File: config.mk
export PLATFORM = sky130hd
export DESIGN_NAME = xbus_uart_tx_flat
export DESIGN_NICKNAME = d
export VERILOG_FILES = /design/src/rtl/xbus_uart_tx_pkg.sv /design/src/rtl/xbus_uart_tx_if.sv /design/src/rtl/xbus_uart_fifo.sv /design/src/rtl/xbus_uart_tx.sv /design/src/flat_wrapper.sv
export SDC_FILE = /design/constraint.sdc
export NUM_CORES = 1
export LEC_CHECK = 0
export ABC_AREA = 1
export CELL_PAD_IN_SITES_DETAIL_PLACEMENT = 0
export CELL_PAD_IN_SITES_GLOBAL_PLACEMENT = 1
export CORE_UTILIZATION = 25
export CTS_CLUSTER_DIAMETER = 80
export DETAILED_ROUTE_END_ITERATION = 10
export MAX_ROUTING_LAYER = met4
export PLACE_DENSITY = 0.58
export SLEW_MARGIN = 10
export SYNTH_ARGS = -nofsm -noshare
export SYNTH_HDL_FRONTEND = slang
export SYNTH_SLANG_ARGS = --single-unit
File: constraint.sdc
create_clock -name clk -period 2.3 [get_ports clk]
set_clock_uncertainty 0.2 [all_clocks]
set_input_delay 0.46 -clock clk [delete_from_list [all_inputs] [get_ports clk]]
set_output_delay 0.46 -clock clk [all_outputs]
set_load 0.03 [all_outputs]
File: src/rtl/xbus_uart_tx_pkg.sv
// Shared definitions for the xbus transmit-only UART: register map, STATUS bits,
// FSM encoding and the decoder slot this peripheral occupies.
package xbus_uart_tx_pkg;

    localparam logic [1:0] REG_TXDATA  = 2'd0;
    localparam logic [1:0] REG_STATUS  = 2'd1;
    localparam logic [1:0] REG_BAUDDIV = 2'd2;
    localparam logic [1:0] REG_CTRL    = 2'd3;

    localparam int STAT_FULL    = 0;
    localparam int STAT_EMPTY   = 1;
    localparam int STAT_BUSY    = 2;
    localparam int STAT_OVF     = 3;
    localparam int STAT_CNT_LSB = 4;

    localparam int XBUS_SLOT_UART = 3;

    typedef enum logic [1:0] {
        ST_IDLE  = 2'd0,
        ST_START = 2'd1,
        ST_DATA  = 2'd2,
        ST_STOP  = 2'd3
    } tx_state_t;

    // A programmed divisor of zero would stall the line, so it behaves as one.
    function automatic logic [15:0] eff_period(input logic [15:0] div);
        return (div == 16'd0) ? 16'd1 : div;
    endfunction

endpackage

File: src/rtl/xbus_uart_tx_if.sv
// xbus slave-slot signal bundle; the decoder/core side is the master.
interface xbus_uart_tx_if;
    logic        cs;
    logic        we;
    logic [3:0]  be;
    logic [31:0] addr;
    logic [31:0] wdata;
    logic [31:0] rdata;

    modport master (output cs, we, be, addr, wdata, input rdata);
    modport slave  (input cs, we, be, addr, wdata, output rdata);
endinterface

File: src/rtl/xbus_uart_fifo.sv
// Synchronous byte FIFO; a pop on the same edge frees room for a push when full.
module xbus_uart_fifo #(
    parameter int DEPTH = 4
) (
    input  logic                     clk,
    input  logic                     rst,
    input  logic                     push,
    input  logic                     pop,
    input  logic [7:0]               din,
    output logic [7:0]               dout,
    output logic                     full,
    output logic                     empty,
    output logic [$clog2(DEPTH):0]   count
);
    localparam int AW = $clog2(DEPTH);
    localparam int CW = AW + 1;

    logic [7:0]    mem [DEPTH];
    logic [AW-1:0] wr_ptr;
    logic [AW-1:0] rd_ptr;
    logic          do_push;
    logic          do_pop;

    assign full    = (count == CW'(DEPTH));
    assign empty   = (count == '0);
    assign do_pop  = pop & ~empty;
    assign do_push = push & (~full | do_pop);
    assign dout    = mem[rd_ptr];

    always_ff @(posedge clk) begin
        if (do_push) begin
            mem[wr_ptr] <= din;
        end
    end

    always_ff @(posedge clk) begin
        if (rst) begin
            wr_ptr <= '0;
            rd_ptr <= '0;
            count  <= '0;
        end else begin
            if (do_push) begin
                wr_ptr <= wr_ptr + AW'(1);
            end
            if (do_pop) begin
                rd_ptr <= rd_ptr + AW'(1);
            end
            case ({do_push, do_pop})
                2'b10:   count <= count + CW'(1);
                2'b01:   count <= count - CW'(1);
                default: count <= count;
            endcase
        end
    end

endmodule

File: src/rtl/xbus_uart_tx.sv
// Transmit-only 8N1 UART on xbus slot 3: TX FIFO, baud-rate FSM and register decode.
// Define XBUS_UART_TX_IRQ_EN to add the CTRL.IE bit and the registered irq output.
module xbus_uart_tx
    import xbus_uart_tx_pkg::*;
#(
    parameter int          FIFO_DEPTH  = 4,
    parameter logic [15:0] DEFAULT_DIV = 16'd868
) (
    input  logic           clk,
    input  logic           rst,
    xbus_uart_tx_if.slave  xbus,
    output logic           tx
`ifdef XBUS_UART_TX_IRQ_EN
    ,
    output logic           irq
`endif
);
    localparam int CW = $clog2(FIFO_DEPTH) + 1;

    tx_state_t     state;
    logic [7:0]    shift;
    logic [2:0]    bit_idx;
    logic [15:0]   baud_cnt;
    logic [15:0]   period;
    logic [15:0]   baud_div;
    logic [15:0]   next_period;
    logic          overflow;

    logic          wr_en;
    logic [1:0]    reg_sel;
    logic          push;
    logic          pop;
    logic          ovf_clear;
    logic          fifo_full;
    logic          fifo_empty;
    logic [CW-1:0] fifo_count;
    logic [7:0]    fifo_dout;
    logic [3:0]    count_field;
    logic          unused;

    assign wr_en       = xbus.cs & xbus.we;
    assign reg_sel     = xbus.addr[3:2];
    assign push        = wr_en && (reg_sel == REG_TXDATA) && xbus.be[0];
    assign ovf_clear   = wr_en && (reg_sel == REG_STATUS) && xbus.be[0] && xbus.wdata[STAT_OVF];
    assign next_period = eff_period(baud_div);
    assign count_field = 4'(fifo_count);
    assign unused      = ^{xbus.addr[31:4], xbus.addr[1:0], xbus.wdata[31:16], xbus.be[3:2]};

    // A new frame is loaded from idle, or straight out of the last STOP cycle.
    always_comb begin
        pop = 1'b0;
        if (!fifo_empty) begin
            pop = (state == ST_IDLE) || ((state == ST_STOP) && (baud_cnt == 16'd0));
        end
    end

    xbus_uart_fifo #(.DEPTH(FIFO_DEPTH)) u_fifo (
        .clk   (clk),
        .rst   (rst),
        .push  (push),
        .pop   (pop),
        .din   (xbus.wdata[7:0]),
        .dout  (fifo_dout),
        .full  (fifo_full),
        .empty (fifo_empty),
        .count (fifo_count)
    );

    always_ff @(posedge clk) begin
        if (rst) begin
            baud_div <= DEFAULT_DIV;
        end else if (wr_en && (reg_sel == REG_BAUDDIV)) begin
            if (xbus.be[0]) baud_div[7:0]  <= xbus.wdata[7:0];
            if (xbus.be[1]) baud_div[15:8] <= xbus.wdata[15:8];
        end
    end

    always_ff @(posedge clk) begin
        if (rst) begin
            overflow <= 1'b0;
        end else if (push && fifo_full && !pop) begin
            overflow <= 1'b1;
        end else if (ovf_clear) begin
            overflow <= 1'b0;
        end
    end

    // The bit period is captured at frame start so BAUDDIV writes never bend a frame.
    always_ff @(posedge clk) begin
        if (rst) begin
            state    <= ST_IDLE;
            tx       <= 1'b1;
            shift    <= 8'd0;
            bit_idx  <= 3'd0;
            baud_cnt <= 16'd0;
            period   <= 16'd1;
        end else begin
            case (state)
                ST_IDLE: begin
                    if (pop) begin
                        state    <= ST_START;
                        shift    <= fifo_dout;
                        period   <= next_period;
                        baud_cnt <= next_period - 16'd1;
                        tx       <= 1'b0;
                    end
                end
                ST_START: begin
                    if (baud_cnt == 16'd0) begin
                        state    <= ST_DATA;
                        bit_idx  <= 3'd0;
                        baud_cnt <= period - 16'd1;
                        tx       <= shift[0];
                    end else begin
                        baud_cnt <= baud_cnt - 16'd1;
                    end
                end
                ST_DATA: begin
                    if (baud_cnt == 16'd0) begin
                        baud_cnt <= period - 16'd1;
                        if (bit_idx == 3'd7) begin
                            state <= ST_STOP;
                            tx    <= 1'b1;
                        end else begin
                            bit_idx <= bit_idx + 3'd1;
                            shift   <= {1'b0, shift[7:1]};
                            tx      <= shift[1];
                        end
                    end else begin
                        baud_cnt <= baud_cnt - 16'd1;
                    end
                end
                ST_STOP: begin
                    if (baud_cnt == 16'd0) begin
                        if (pop) begin
                            state    <= ST_START;
                            shift    <= fifo_dout;
                            period   <= next_period;
                            baud_cnt <= next_period - 16'd1;
                            tx       <= 1'b0;
                        end else begin
                            state <= ST_IDLE;
                        end
                    end else begin
                        baud_cnt <= baud_cnt - 16'd1;
                    end
                end
                default: begin
                    state <= ST_IDLE;
                    tx    <= 1'b1;
                end
            endcase
        end
    end

`ifdef XBUS_UART_TX_IRQ_EN
    logic ie;

    always_ff @(posedge clk) begin
        if (rst) begin
            ie  <= 1'b0;
            irq <= 1'b0;
        end else begin
            if (wr_en && (reg_sel == REG_CTRL) && xbus.be[0]) begin
                ie <= xbus.wdata[0];
            end
            irq <= ie & fifo_empty & (state == ST_IDLE);
        end
    end
`endif

    always_comb begin
        xbus.rdata = 32'd0;
        if (xbus.cs) begin
            case (reg_sel)
                REG_STATUS: begin
                    xbus.rdata[STAT_FULL]                    = fifo_full;
                    xbus.rdata[STAT_EMPTY]                   = fifo_empty;
                    xbus.rdata[STAT_BUSY]                    = (state != ST_IDLE);
                    xbus.rdata[STAT_OVF]                     = overflow;
                    xbus.rdata[STAT_CNT_LSB+3:STAT_CNT_LSB]  = count_field;
                end
                REG_BAUDDIV: xbus.rdata = {16'd0, baud_div};
`ifdef XBUS_UART_TX_IRQ_EN
                REG_CTRL:    xbus.rdata = {31'd0, ie};
`endif
                default:     xbus.rdata = 32'd0;
            endcase
        end
    end

endmodule
File: src/flat_wrapper.sv
// flat-port wrapper written by rule: the top's interface ports become plain ports
module xbus_uart_tx_flat import xbus_uart_tx_pkg::*;
#(
    parameter int          FIFO_DEPTH  = 4,
    parameter logic [15:0] DEFAULT_DIV = 16'd868
)
  (clk, rst, tx, xbus_cs, xbus_we, xbus_be, xbus_addr, xbus_wdata, xbus_rdata);
  xbus_uart_tx_if xbus_i ();
  input  logic clk;
  input  logic rst;
  output logic tx;
  input wire logic [$bits(xbus_i.cs)-1:0] xbus_cs;
  input wire logic [$bits(xbus_i.we)-1:0] xbus_we;
  input wire logic [$bits(xbus_i.be)-1:0] xbus_be;
  input wire logic [$bits(xbus_i.addr)-1:0] xbus_addr;
  input wire logic [$bits(xbus_i.wdata)-1:0] xbus_wdata;
  output wire logic [$bits(xbus_i.rdata)-1:0] xbus_rdata;
  assign xbus_i.cs = xbus_cs;
  assign xbus_i.we = xbus_we;
  assign xbus_i.be = xbus_be;
  assign xbus_i.addr = xbus_addr;
  assign xbus_i.wdata = xbus_wdata;
  assign xbus_rdata = xbus_i.rdata;
  xbus_uart_tx #(.FIFO_DEPTH(FIFO_DEPTH), .DEFAULT_DIV(DEFAULT_DIV)) u_core (.clk(clk), .rst(rst), .xbus(xbus_i), .tx(tx));
endmodule
==> results_dict.tcl, run 1 <==
set metrics [dict create \
    status "finished, final reports clean" \
    path_class "reg2out" \
    hold_slack_ns 0.264 \
    worst-endpoint-arrival_ns 1.56 \
    design.portCount 105 \
    area_growth_pct 30.7 \
    placed_area_um2 7380 \
    avg_wl_per_cell_um 14.5 \
    placement.io_buffers 40 \
    initial_drc_count 289 \
    switching_share_pct 46.7 \
    synth_area_leaders "sky130_fd_sc_hd__dfxtp_1 24%, sky130_fd_sc_hd__edfxtp_1 16%, sky130_fd_sc_hd__nand2_1 8.7%, sky130_fd_sc_hd__a21oi_1 6.8%, sky130_fd_sc_hd__inv_1 5.4%" \
    drt_pre_antenna_iters 5 \
    routed_wirelength_mm 18.0 \
    grt_start_max_net_pins 39 \
    design.final.nets 1009 \
    synth_top_cell_area_share_pct 23.7 \
    cts.clk_slew.worst_paths_ns 0.08 \
    total_die_area_um2 24900 \
    detailedPlacementHpwl_mm 13.6 \
    tightest_slew_ns 0.616 \
    synthMostInstantiatedCell "sky130_fd_sc_hd__nand2_1" \
    final.period_utilization_pct 96.7 \
    cts-buffers-inserted 9 \
    routabilityCongestion 0.831 \
    maxCapViolations 0 \
    crit_path_max_fanout 3 \
    clock_sinks 104 \
    share_clk_of_total_power_pct 15.7 \
    p_per_area_nw_per_um2 1340 \
    cts_hold_buf 0 \
    period_needed_ns 2.22 \
    synthCells 790 \
    die_height_um 158 \
    synth-main-ff-cell "sky130_fd_sc_hd__dfxtp_1" \
    timing_max_transition_violations_final 0 \
    worstSetupStartpointType "register" \
    worst_setup_path_end_kind "primary output" \
    track_usage_pct 15.6 \
    drtAntennaViolNets 0 \
    antenna_violations_before_repair 0 \
    clk_latency_ns 0.36 \
    power_report.internal_total_w 0.00565 \
    finalSetupTns_ns 0 \
    worst_slew_margin_rel_pct 58.4 \
    ff_latch_area_um2 2410 \
    final-setup-viol-count 0 \
    final_core_utilization_pct 33.6 \
    routed_via_density 4.47 \
    worst-endpoint-required_ns 1.64 \
    asyncSetResetFlopFracSynth_pct 0 \
    combinationalPowerShare_pct 59.8 \
    multiInputGateArea_um2 3250 \
    cts_root_buffer "sky130_fd_sc_hd__clkbuf_16" \
    count_of_unresolved_drc_violations_after_routing 0 \
    initial_core_util_pct 25.7 \
    vias 5544 \
    finish.instance_area_um2 7940 \
    row_count 56 \
    global_route_wire_length_before_repair_mm 28.5 \
    yosys.area.top_type "sky130_fd_sc_hd__dfxtp_1" \
    total_leakage_power_nw 3.24 \
    ys_seq_elements 104 \
    fill_cells 2527 \
    switching_power_w 0.00495 \
    netlist-cell-type-count 54 \
    power.total_w 0.0106 \
    min_delay_path_class "reg2reg" \
    synth_edf_count 32 \
    clock_tree.htree_level_count 3 \
    insertedDiodeCount 0 \
    overflow 0 \
    timing.final.hold_violations 0 \
    mappedNetlistArea_um2 6070 \
    synth_common_cells "141 x sky130_fd_sc_hd__nand2_1, 87 x sky130_fd_sc_hd__inv_1, 82 x sky130_fd_sc_hd__a21oi_1" \
    die_w_um 158 \
    grt_setup_unrepaired "yes" \
    ys.warnings.count 0 \
    clock.fmax_ghz 0.450 \
    tritoncts "done" \
    share_of_synthesized_area_occupied_by_flip_flops_and_latches_pct 39.6 \
    vias_in_the_first_global_route 5282 \
    core_region_area_um2 23600 \
    final_layout_size_suffix_gt1_share_pct 24.9 \
    pwr-share-seq_pct 24.5 \
    clock_tree.buffer_depth 2 \
    power.ir.vdd_worst_v 0.000483 \
    avgSynthCellArea_um2 7.69 \
]
## worst paths after layout
| kind | start | to | slack, ns | depth (start not counted) |
|---|---|---|---|---|
| setup reg to reg | u_core.baud_cnt[7] | u_core.u_fifo.count[2] | 0.11 | 12 |
| hold / removal | u_core.bit_idx[1] | u_core.bit_idx[1] | 0.26 | 2 |
| hold reg to reg | u_core.bit_idx[1] | u_core.bit_idx[1] | 0.26 | 2 |
| setup / recovery | u_core.u_fifo.count[1] | xbus_rdata[1] | 0.08 | 6 |
## logic make-up after synthesis
family          after synthesis  synth area share (%)
fa+ha+maj                    20                  4.24
buf+inv                     136                  10.1
xor+xnor                     20                  2.88
compound gates              195                  19.2
other cells                   1                0.0618
simple gates                314                  24.0
flops                       104                  39.6
## critical path, stage by stage (launching register included)
cell and delay [ns]:
sky130_fd_sc_hd__dfxtp_1 0.35, sky130_fd_sc_hd__nor2_1 0.17, sky130_fd_sc_hd__nand2_2 0.13, sky130_fd_sc_hd__inv_1 0.17, sky130_fd_sc_hd__nand2_1 0.07, sky130_fd_sc_hd__a21oi_1 0.13, sky130_fd_sc_hd__buf_4 0.18
## power groups by stage
stage | registers, W | logic [W] | clock network [W]
after floorplan | 0.00262 | 0.00398 | 0
after CTS | 0.00258 | 0.00626 | 0.00171
final | 0.00259 | 0.00634 | 0.00167
after global routing | 0.00265 | 0.00703 | 0.00179
after detailed placement | 0.00262 | 0.00612 | 0
after global placement | 0.00261 | 0.00617 | 0
## layer usage
| layer | part of all wire (%) | global-route usage, % | wire length, um | up-vias |
|---|---|---|---|---|
| met5 | 0 | - | 0 | - |
| met4 | 0.88 | 3.65 | 159 | 0 |
| met3 | 2.8 | 2.24 | 501 | 8 |
| met2 | 45 | 23.9 | 8100 | 92 |
| met1 | 51 | 21.4 | 9250 | 2570 |
| li1 | - | - | - | 2874 |
## metrics by stage
step                setup WS, ns  std cells
finish                    0.0769       1241
CTS                     0.000846       1239
floorplan                -0.0468        805
global placement          -0.274       1219
global route             -0.0523       1241
detailed placement        -0.304       1219
## sequential cells by signal (all words and copies together) (netlist names), named ones only
name and count:
u_core.baud_cnt 16, u_core.baud_div 16, u_core.bit_idx 3, u_core.overflow 1, u_core.period 16, u_core.shift 8
u_core.state 2, u_core.tx 1, u_core.u_fifo.count 3, u_core.u_fifo.mem 32, u_core.u_fifo.rd_ptr 2, u_core.u_fifo.wr_ptr 2
## layout by cell type (no fill, tap or decap), drive strengths merged, types with 20 or more instances in the layout
master / count
a21oi: 87
buf: 120
clkdlybuf4s50: 20
dfxtp: 72
edfxtp: 32
inv: 93
nand2: 156
nand3: 49
nor2: 83
o21ai: 62
## area by class of cell
type                    count  share of cell area [%]
multi-input cells         565                    41.0
repair buffers            143                    14.9
clock inverters             7                    1.21
flip-flops and latches    104                    30.4
well taps                 319                    5.03
clock buffers               9                    2.84
inverters                  94                    4.62
## repair_timing
| action | 4_1_cts | 5_1_grt |
|---|---|---|
| setup buffers | 4 | 2 |
| gates resized for setup | 31 | 29 |
| pin swaps | 9 | 9 |
| gates cloned | 0 | 0 |
| endpoints found under the setup margin | 49 | 68 |
No activity file was read; power rests on OpenSTA's default activity.
==> run 2, diff against run 1 <==
MAX_ROUTING_LAYER = unset   (was met4)
==> run 2 against run 1 <==
Critical path type unchanged. Die area did not move. Power rose by 0.16%. Largest cell class unchanged. Sequential power barely moved. Non-clock buffer count did not move. Core utilization did not move. Wire length rose by 0.42%. Critical path depth did not move. Count of clock-buffer cells in the layout did not move. Cell area did not move. Final cell count did not move. Combinational power barely moved. Worst hold slack barely moved.
==> results_dict.tcl, run 2 (synthesis gave the netlist of run 1 again) <==
set metrics [dict create \
    largest_register_ff_count 32 \
    drt_pre_antenna_iters 5 \
    finalSetupTns_ns 0 \
    timing.reg2reg.worst_path_depth 12 \
    initial_drc_count 290 \
    routabilityCongestion 0.816 \
    min_from "u_core.bit_idx[1]" \
    detailedPlacementHpwl_mm 13.6 \
    avg_wl_per_cell_um 14.6 \
    cts-buffers-inserted 9 \
    final.period_utilization_pct 96.8 \
    worstSetupStartpointType "register" \
    ff_latch_area_um2 2410 \
    grt_start_max_net_pins 39 \
    placement.io_buffers 40 \
    die_w_um 158 \
    clock_tree.buffer_depth 2 \
    grt_setup_unrepaired "yes" \
    total_leakage_power_nw 3.24 \
    antenna_violations_before_repair 0 \
    place_inst 1219 \
    worst_hold_path.endpoint "u_core.bit_idx[1]" \
    power.ir.vdd_worst_v 0.000481 \
    cts_root_buffer "sky130_fd_sc_hd__clkbuf_16" \
    regToRegSetupSlack_ns 0.10 \
    routed_via_density 4.48 \
    timing.final.hold_violations 0 \
    fill_cells 2527 \
    drtAntennaViolNets 0 \
    worst-endpoint-arrival_ns 1.57 \
    worst_slew_margin_rel_pct 58.4 \
    design.final.nets 1009 \
    timing_max_transition_violations_final 0 \
    multiInputGateArea_um2 3250 \
    r2r-start "u_core.baud_cnt[7]" \
    period_needed_ns 2.23 \
    routed_wirelength_mm 18.1 \
    area_growth_pct 30.7 \
    overflow 0 \
    design.portCount 105 \
    count_of_unresolved_drc_violations_after_routing 0 \
    cts.clk_slew.worst_paths_ns 0.08 \
    total_die_area_um2 24900 \
    mostFrequentLayoutCells "136 x sky130_fd_sc_hd__nand2_1, 109 x sky130_fd_sc_hd__buf_4, 80 x sky130_fd_sc_hd__inv_1" \
    maxCapViolations 0 \
    die_height_um 158 \
    initial_core_util_pct 25.7 \
    cell_depth_of_the_worst_min_delay_path 2 \
    tightest_slew_ns 0.616 \
    path_class "reg2out" \
    worst_setup_path_end_kind "primary output" \
    status "finished, final reports clean" \
    clk_latency_ns 0.36 \
    min_delay_path_class "reg2reg" \
    tritoncts "done" \
    track_usage_pct 15.1 \
    global_route_wire_length_before_repair_mm 28.5 \
    core_region_area_um2 23600 \
    final_cells 1241 \
    finish.instance_area_um2 7940 \
    p_per_area_nw_per_um2 1340 \
    largest-register "u_core.u_fifo.mem" \
    hold_slack_ns 0.265 \
    most_common_library_cell_in_the_layout_ignoring_fill_and_taps "sky130_fd_sc_hd__nand2_1" \
    final_layout_size_suffix_gt1_share_pct 24.9 \
    vias_in_the_first_global_route 5286 \
    placed_area_um2 7380 \
    vias 5561 \
    insertedDiodeCount 0 \
    r2r_end "u_core.u_fifo.count[2]" \
    clock_tree.htree_level_count 3 \
    row_count 56 \
    crit_path_max_fanout 3 \
    clock_sinks 104 \
    power.total_w 0.0106 \
    final-setup-viol-count 0 \
    worst-endpoint-required_ns 1.64 \
    clock.fmax_ghz 0.449 \
]
==> run 2: layout make-up <==
type	instances	share of cell area [%]
clock buffer	9	2.84
clock inverter	7	1.21
inverter	94	4.62
multi-input combinational	565	41.0
sequential	104	30.4
tap	319	5.03
timing repair buffer	143	14.9
==> run 2: metal layers <==
metal	share of wire [%]	vias to the layer above	track usage, %
met5	0	-	0
met4	0.88	0	3.65
met3	2.7	8	2.33
met2	45	104	24.0
met1	52	2577	21.3
li1	-	2872	-
==> run 2: timing repair <==
action,4_1_cts,5_1_grt
resized for setup,31,29
setup endpoints to repair,49,68
pin swaps,9,9
hold buffers,0,0
buffers inserted,4,2
==> run 2: worst max path at each step <==
stage / from / endpoint / slack [ns] / depth (start not counted)
final: u_core.u_fifo.count[1] / xbus_rdata[1] / 0.07 / 6
after floorplan: xbus_addr[2] / xbus_rdata[10] / -0.05 / 5
after global placement: xbus_addr[2] / u_core.u_fifo.count[2] / -0.27 / 9
after global routing: u_core.baud_cnt[7] / u_core.u_fifo.count[2] / -0.05 / 13
after detailed placement: xbus_addr[2] / u_core.u_fifo.count[2] / -0.30 / 9
after CTS: u_core.u_fifo.count[1] / xbus_rdata[1] / 0.0008 / 6
==> run 2: per-stage QoR <==
step | setup WS, ns | util, %
finish | 0.0743 | 33.6
global route | -0.0524 | 33.6
CTS | 0.000846 | 33.2
detailed placement | -0.304 | 31.3
global placement | -0.274 | 31.3
floorplan | -0.0468 | -
==> run 2: report_power, final <==
group          leakage [nW]  total [W]  internal, W  switching (W)
Combinational          2.21    0.00636      0.00253        0.00383
Sequential            0.880    0.00259      0.00232       0.000270
Clock                 0.156    0.00167     0.000799       0.000867
==> run 2: worst max-delay path, stage by stage (launching register included) <==
cell	delay, ns
sky130_fd_sc_hd__dfxtp_1	0.35
sky130_fd_sc_hd__nor2_1	0.17
sky130_fd_sc_hd__nand2_2	0.14
sky130_fd_sc_hd__inv_1	0.17
sky130_fd_sc_hd__nand2_1	0.07
sky130_fd_sc_hd__a21oi_1	0.13
sky130_fd_sc_hd__buf_4	0.18
==> run 3, diff against run 2 <==
HOLD_SLACK_MARGIN = 0.06   (was unset)
==> results of run 3 <==
Final layout, timing and power as in run 2 (identical DEF).
